### src/rtl/card_disp_pkg.sv
// Shared types and constants for the card display controller.
// Glyphs are stored active-low, {g,f,e,d,c,b,a}.
package card_disp_pkg;

  typedef enum logic [1:0] {
    StEmpty,
    StReveal,
    StShow
  } slot_state_t;

  localparam logic [6:0] GLYPH_BLANK = 7'b1111111;
  localparam logic [6:0] GLYPH_DASH  = 7'b0111111;

  localparam logic [3:0] CARD_NONE = 4'd0;
  localparam logic [3:0] CARD_J    = 4'd11;
  localparam logic [3:0] CARD_Q    = 4'd12;
  localparam logic [3:0] CARD_K    = 4'd13;

  function automatic logic card_is_valid(input logic [3:0] code);
    return (code != CARD_NONE) && (code <= CARD_K);
  endfunction

endpackage

### src/rtl/card_glyph_decode.sv
// Card code to active-low seven-segment glyph; unused codes decode to blank.
module card_glyph_decode
  import card_disp_pkg::*;
(
  input  logic [3:0] code,
  output logic [6:0] glyph
);

  always_comb begin
    glyph = GLYPH_BLANK;
    unique case (code)
      4'd1:    glyph = 7'b0001000;
      4'd2:    glyph = 7'b0100100;
      4'd3:    glyph = 7'b0110000;
      4'd4:    glyph = 7'b0011001;
      4'd5:    glyph = 7'b0010010;
      4'd6:    glyph = 7'b0000010;
      4'd7:    glyph = 7'b1111000;
      4'd8:    glyph = 7'b0000000;
      4'd9:    glyph = 7'b0010000;
      4'd10:   glyph = 7'b1000000;
      CARD_J:  glyph = 7'b1100001;
      CARD_Q:  glyph = 7'b0011000;
      CARD_K:  glyph = 7'b0001001;
      default: glyph = GLYPH_BLANK;
    endcase
  end

endmodule

### src/rtl/card_display_ctrl.sv
// Multi-slot card display: per-slot reveal animation, blink gating and
// registered seven-segment outputs.
module card_display_ctrl
  import card_disp_pkg::*;
#(
  parameter int unsigned NUM_DIGITS     = 6,
  parameter int unsigned REVEAL_CYCLES  = 4,
  parameter int unsigned BLINK_DIV      = 24,
  parameter int unsigned SEG_ACTIVE_LOW = 1,
  localparam int unsigned IDX_W = (NUM_DIGITS > 1) ? $clog2(NUM_DIGITS) : 1,
  localparam int unsigned CNT_W = (REVEAL_CYCLES > 1) ? $clog2(REVEAL_CYCLES) : 1
) (
  input  logic                    slow_clock,
  input  logic                    resetb,
  input  logic                    load,
  input  logic [IDX_W-1:0]        load_idx,
  input  logic [3:0]              load_card,
  input  logic                    clear,
  input  logic [NUM_DIGITS-1:0]   blink_mask,
  output logic [7*NUM_DIGITS-1:0] seg_out,
  output logic [NUM_DIGITS-1:0]   digit_valid,
  output logic                    busy
);

  localparam logic [7*NUM_DIGITS-1:0] SEG_RESET = (SEG_ACTIVE_LOW != 0) ? '1 : '0;

  slot_state_t      state_q [NUM_DIGITS];
  slot_state_t      state_d [NUM_DIGITS];
  logic [3:0]       card_q  [NUM_DIGITS];
  logic [3:0]       card_d  [NUM_DIGITS];
  logic [CNT_W-1:0] cnt_q   [NUM_DIGITS];
  logic [CNT_W-1:0] cnt_d   [NUM_DIGITS];
  logic [6:0]       dec_glyph [NUM_DIGITS];

  logic [BLINK_DIV-1:0]    blink_q;
  logic [7*NUM_DIGITS-1:0] seg_d, seg_q;
  logic                    blink_phase;

  assign blink_phase = blink_q[BLINK_DIV-1];

  always_comb begin
    for (int i = 0; i < NUM_DIGITS; i++) begin
      state_d[i] = state_q[i];
      card_d[i]  = card_q[i];
      cnt_d[i]   = cnt_q[i];
      if (clear) begin
        state_d[i] = StEmpty;
        card_d[i]  = CARD_NONE;
        cnt_d[i]   = '0;
      end else if (load && (load_idx == IDX_W'(i))) begin
        // Any load restarts the reveal, even on a slot already showing.
        card_d[i] = load_card;
        if (REVEAL_CYCLES == 0) begin
          state_d[i] = StShow;
          cnt_d[i]   = '0;
        end else begin
          state_d[i] = StReveal;
          cnt_d[i]   = CNT_W'(REVEAL_CYCLES - 1);
        end
      end else if (state_q[i] == StReveal) begin
        if (cnt_q[i] == '0) begin
          state_d[i] = StShow;
        end else begin
          cnt_d[i] = cnt_q[i] - 1'b1;
        end
      end
    end
  end

  always_ff @(posedge slow_clock or negedge resetb) begin
    if (!resetb) begin
      for (int i = 0; i < NUM_DIGITS; i++) begin
        state_q[i] <= StEmpty;
        card_q[i]  <= CARD_NONE;
        cnt_q[i]   <= '0;
      end
    end else begin
      for (int i = 0; i < NUM_DIGITS; i++) begin
        state_q[i] <= state_d[i];
        card_q[i]  <= card_d[i];
        cnt_q[i]   <= cnt_d[i];
      end
    end
  end

  // Free-running; clear deliberately leaves it alone so blink stays in phase.
  always_ff @(posedge slow_clock or negedge resetb) begin
    if (!resetb) begin
      blink_q <= '0;
    end else begin
      blink_q <= blink_q + 1'b1;
    end
  end

  for (genvar g = 0; g < NUM_DIGITS; g++) begin : gen_dec
    card_glyph_decode u_dec (
      .code  (card_q[g]),
      .glyph (dec_glyph[g])
    );
  end

  always_comb begin
    seg_d       = SEG_RESET;
    digit_valid = '0;
    busy        = 1'b0;
    for (int i = 0; i < NUM_DIGITS; i++) begin
      logic [6:0] raw;
      raw = GLYPH_BLANK;
      unique case (state_q[i])
        StEmpty:  raw = GLYPH_BLANK;
        StReveal: raw = GLYPH_DASH;
        StShow:   raw = (blink_mask[i] && blink_phase) ? GLYPH_BLANK : dec_glyph[i];
        default:  raw = GLYPH_BLANK;
      endcase
      seg_d[7*i +: 7] = (SEG_ACTIVE_LOW != 0) ? raw : ~raw;
      digit_valid[i]  = (state_q[i] == StShow) && card_is_valid(card_q[i]);
      busy            = busy | (state_q[i] == StReveal);
    end
  end

  always_ff @(posedge slow_clock or negedge resetb) begin
    if (!resetb) begin
      seg_q <= SEG_RESET;
    end else begin
      seg_q <= seg_d;
    end
  end

  assign seg_out = seg_q;

endmodule

### config.mk
export PLATFORM = sky130hd
export DESIGN_NAME = card_display_ctrl
export DESIGN_NICKNAME = d
export VERILOG_FILES = /design/src/rtl/card_disp_pkg.sv /design/src/rtl/card_glyph_decode.sv /design/src/rtl/card_display_ctrl.sv
export SDC_FILE = /design/constraint.sdc
export NUM_CORES = 1
export LEC_CHECK = 0
export BUFFER_PORTS_ARGS = -buffer_cell sky130_fd_sc_hd__buf_2
export CAP_MARGIN = 20
export CORE_MARGIN = 2
export CORE_UTILIZATION = 30
export DETAILED_ROUTE_END_ITERATION = 8
export GPL_TIMING_DRIVEN = 0
export PLACE_DENSITY_LB_ADDON = 0.15
export SLEW_MARGIN = 25
export SYNTH_ARGS = -nofsm -noshare
export SYNTH_HDL_FRONTEND = slang
export SYNTH_HIERARCHICAL = 1
export SYNTH_SLANG_ARGS = --single-unit
### constraint.sdc
create_clock -name slow_clock -period 1.7 [get_ports slow_clock]
set_input_delay 0.255 -clock slow_clock [delete_from_list [all_inputs] [get_ports slow_clock]]
set_output_delay 0.255 -clock slow_clock [all_outputs]
set_load 0.02 [all_outputs]
==> metrics.yaml <==
crit_type: "flop to output pin"
die_area_um2: 23400
grt_pass1_wl_um: 25500
synth_nets: 762
drv_cap: 0
synth_area_um2: 6660
nNetsFinal: 891
hold_path.class: "primary input to flop"
required_ns: 1.44
drive_gt1_share_pct: 34.6
globalRoute.totalOverflow: 0
coreArea_um2: 21800
die_height_um: 153
antenna_found_initial: 1
dpl.hpwl_um: 10500
setup_viol: 1
syn_area_per_cell_um2: 9.74
power_w: 0.00735
finalInstanceArea_um2: 8680
mostFrequentLayoutCells: "99 x nand2_1, 62 x buf_2, 57 x dfrtp_1, 56 x nor2_1, 46 x buf_4"
cp_data_arrival_time_ns: 1.58
endpoint_kind: "output pin"
synthCells: 684
power_density_nw_per_um2: 848
power_leakage_nw: 3.57
via_per_inst: 4.70
yosys.area.top_type: "dfrtp_1"
place_area_um2: 7370
cts_tree: "built"
slew_headroom_pct: 59.1
cts_inserted_buffers: 17
ant_nets: 0
start_util_pct: 30.5
synth_top_area_share_pct: 27.0
finClkSkew_ns: 0.00781
tightest_slew_ns: 0.613
routedWlPerCell_um: 14.1
vias: 5198
ys_types: 47
synthArstFlopShare_pct: 100
cts_sinks: 114
reg2reg_depth: 6
portBuffers: 64
status: "complete, but fails checks"
drtIter0Drc: 212
critPathMaxFanout: 2
synth_edf_count: 0
ir_drop_mv: 0.433
clockRootBuffer: "clkbuf_16"
ys_ff_latch: 114
drtPass1Iterations: 4
synth_seq_area_share_pct: 43.6
min_period_over_period_pct: 108
rows: 54
area_growth_pct: 30.2
clk_pin_slew_worst_paths_ns: 0.06
grt_util_all_layers_pct: 13.5
crit_start: "state_q[10]"
routed_wl_um: 15600
rsz0062_at_grt: "yes"
r2r_start: "card_q[0]"
layout_commonest_cell: "nand2_1"
violations: "negative setup slack"
worst_skew_pair.late_latency_ns: 0.41
cts_max_path_buffers: 2
htreeDepth: 4
synth_ff_type: "dfrtp_1"
fin_crit_ns: 1.84
drv_slew: 0
hold_depth: 3
die_x_um: 153
grt_pass1_vias: 5126
num_io_pins: 66
fmax_mhz: 544
min_from: "load_card[2]"
route.detailed.drc: 0
hold_violations: 0
grt_max_degree: 69
start_kind: "flop"
yosys-top-cells-area: "dfrtp_1 27%, dfstp_2 17%, ha_1 11%, nand2_1 5.7%, mux2i_1 4.2%"
ys_warn_count: 6
gp_congestion: 0.775
fin_ws_ns: -0.138
area by class of cell:
class | instances | area, um^2
plain buffers | 19 | 135
diodes | 1 | 2.50
fillers | 2129 | 13100
clock inverters | 10 | 133
multi-input cells | 495 | 3700
flip-flops and latches | 114 | 2920
well taps | 280 | 350
inverters | 56 | 218
repair buffers | 110 | 734
clock buffers | 22 | 474
report_power, final:
group / switching [W] / internal [W] / leakage, nW
logic: 0.000467 / 0.000314 / 1.87
clock network: 0.00124 / 0.00241 / 0.292
registers: 0.0000566 / 0.00287 / 1.40
total: 0.00176 / 0.00559 / 3.57
through the flow:
step | hold WS [ns] | instances | util, % | TNS [ns] | setup WS [ns]
global placement | 0.452 | 1028 | 33.6 | -85.11 | -1.16
floorplan | -0.0406 | 684 | - | 0 | 0.0443
global route | 0.202 | 1107 | 39.8 | -0.321 | -0.224
CTS | 0.187 | 1094 | 38.7 | -0.393 | -0.172
finish | 0.193 | 1107 | 39.8 | -0.138 | -0.138
detailed placement | 0.230 | 1029 | 33.8 | -1.68 | -0.239
per-layer routing:
| metal | wire, um | global-route usage (%) | up-vias |
|---|---|---|---|
| li1 | - | - | 2572 |
| met1 | 6620 | 15.9 | 2511 |
| met2 | 8050 | 24.0 | 92 |
| met3 | 642 | 3.09 | 23 |
| met4 | 286 | 5.20 | 0 |
| met5 | 0 | 0 | - |
repair_timing:
item	4_1_cts	5_1_grt
setup endpoints to repair	19	26
endpoints found under the hold margin	14	0
resized for setup	53	50
buffers inserted	32	14
gates cloned	0	0
hold buffers	1	0
pin swaps	11	10
cells in the mapped netlist, drive strengths merged (6+ instances only):
| cell type | number |
|---|---|
| a21oi | 31 |
| nand3 | 23 |
| mux2 | 9 |
| ha | 61 |
| o21ai | 51 |
| nor3b | 6 |
| dfstp | 42 |
| nor2 | 61 |
| nor2b | 7 |
| inv | 56 |
| xnor2 | 22 |
| xor2 | 6 |
| mux2i | 28 |
| nand2b | 11 |
| nor4 | 9 |
| nand2 | 101 |
| and2 | 10 |
| o31ai | 7 |
| a211oi | 8 |
| buf | 14 |
| dfrtp | 72 |
worst paths after layout:
path	to	slack (ns)
max	busy	-0.14
min in group asynchronous	cnt_q[6]	0.37
max reg2reg	seg_out[39]	0.03
min reg2reg	blink_q[15]	0.47
max in group asynchronous	seg_out[8]	0.61
min	card_q[22]	0.19
kinds of logic (layout without fill, tap and decap cells):
| family | count (synthesis) | count (layout) | synth area share [%] |
|---|---|---|---|
| AND/OR/NAND/NOR | 250 | 250 | 18.0 |
| buffers and inverters | 75 | 217 | 5.18 |
| multiplexers | 42 | 42 | 7.64 |
| XOR/XNOR | 28 | 28 | 3.68 |
| flip-flops | 114 | 114 | 43.6 |
| AO/OA/AOI/OAI | 114 | 114 | 10.5 |
| other | 0 | 1 | 0 |
| adder cells (fa/ha/maj) | 61 | 61 | 11.5 |
worst max-delay path, stage by stage (launching register included):
cell and delay (ns):
dfrtp_1 0.41, ha_4 0.19, nor4_4 0.29, nand2_1 0.13, buf_6 0.15
registers in the layout (all words and copies together), names as in the netlist:
| register | cells |
|---|---|
| state_q | 12 |
| blink_q | 24 |
| card_q | 24 |
| cnt_q | 12 |
| seg_out | 42 |
No activity file was read; power rests on OpenSTA's default activity.
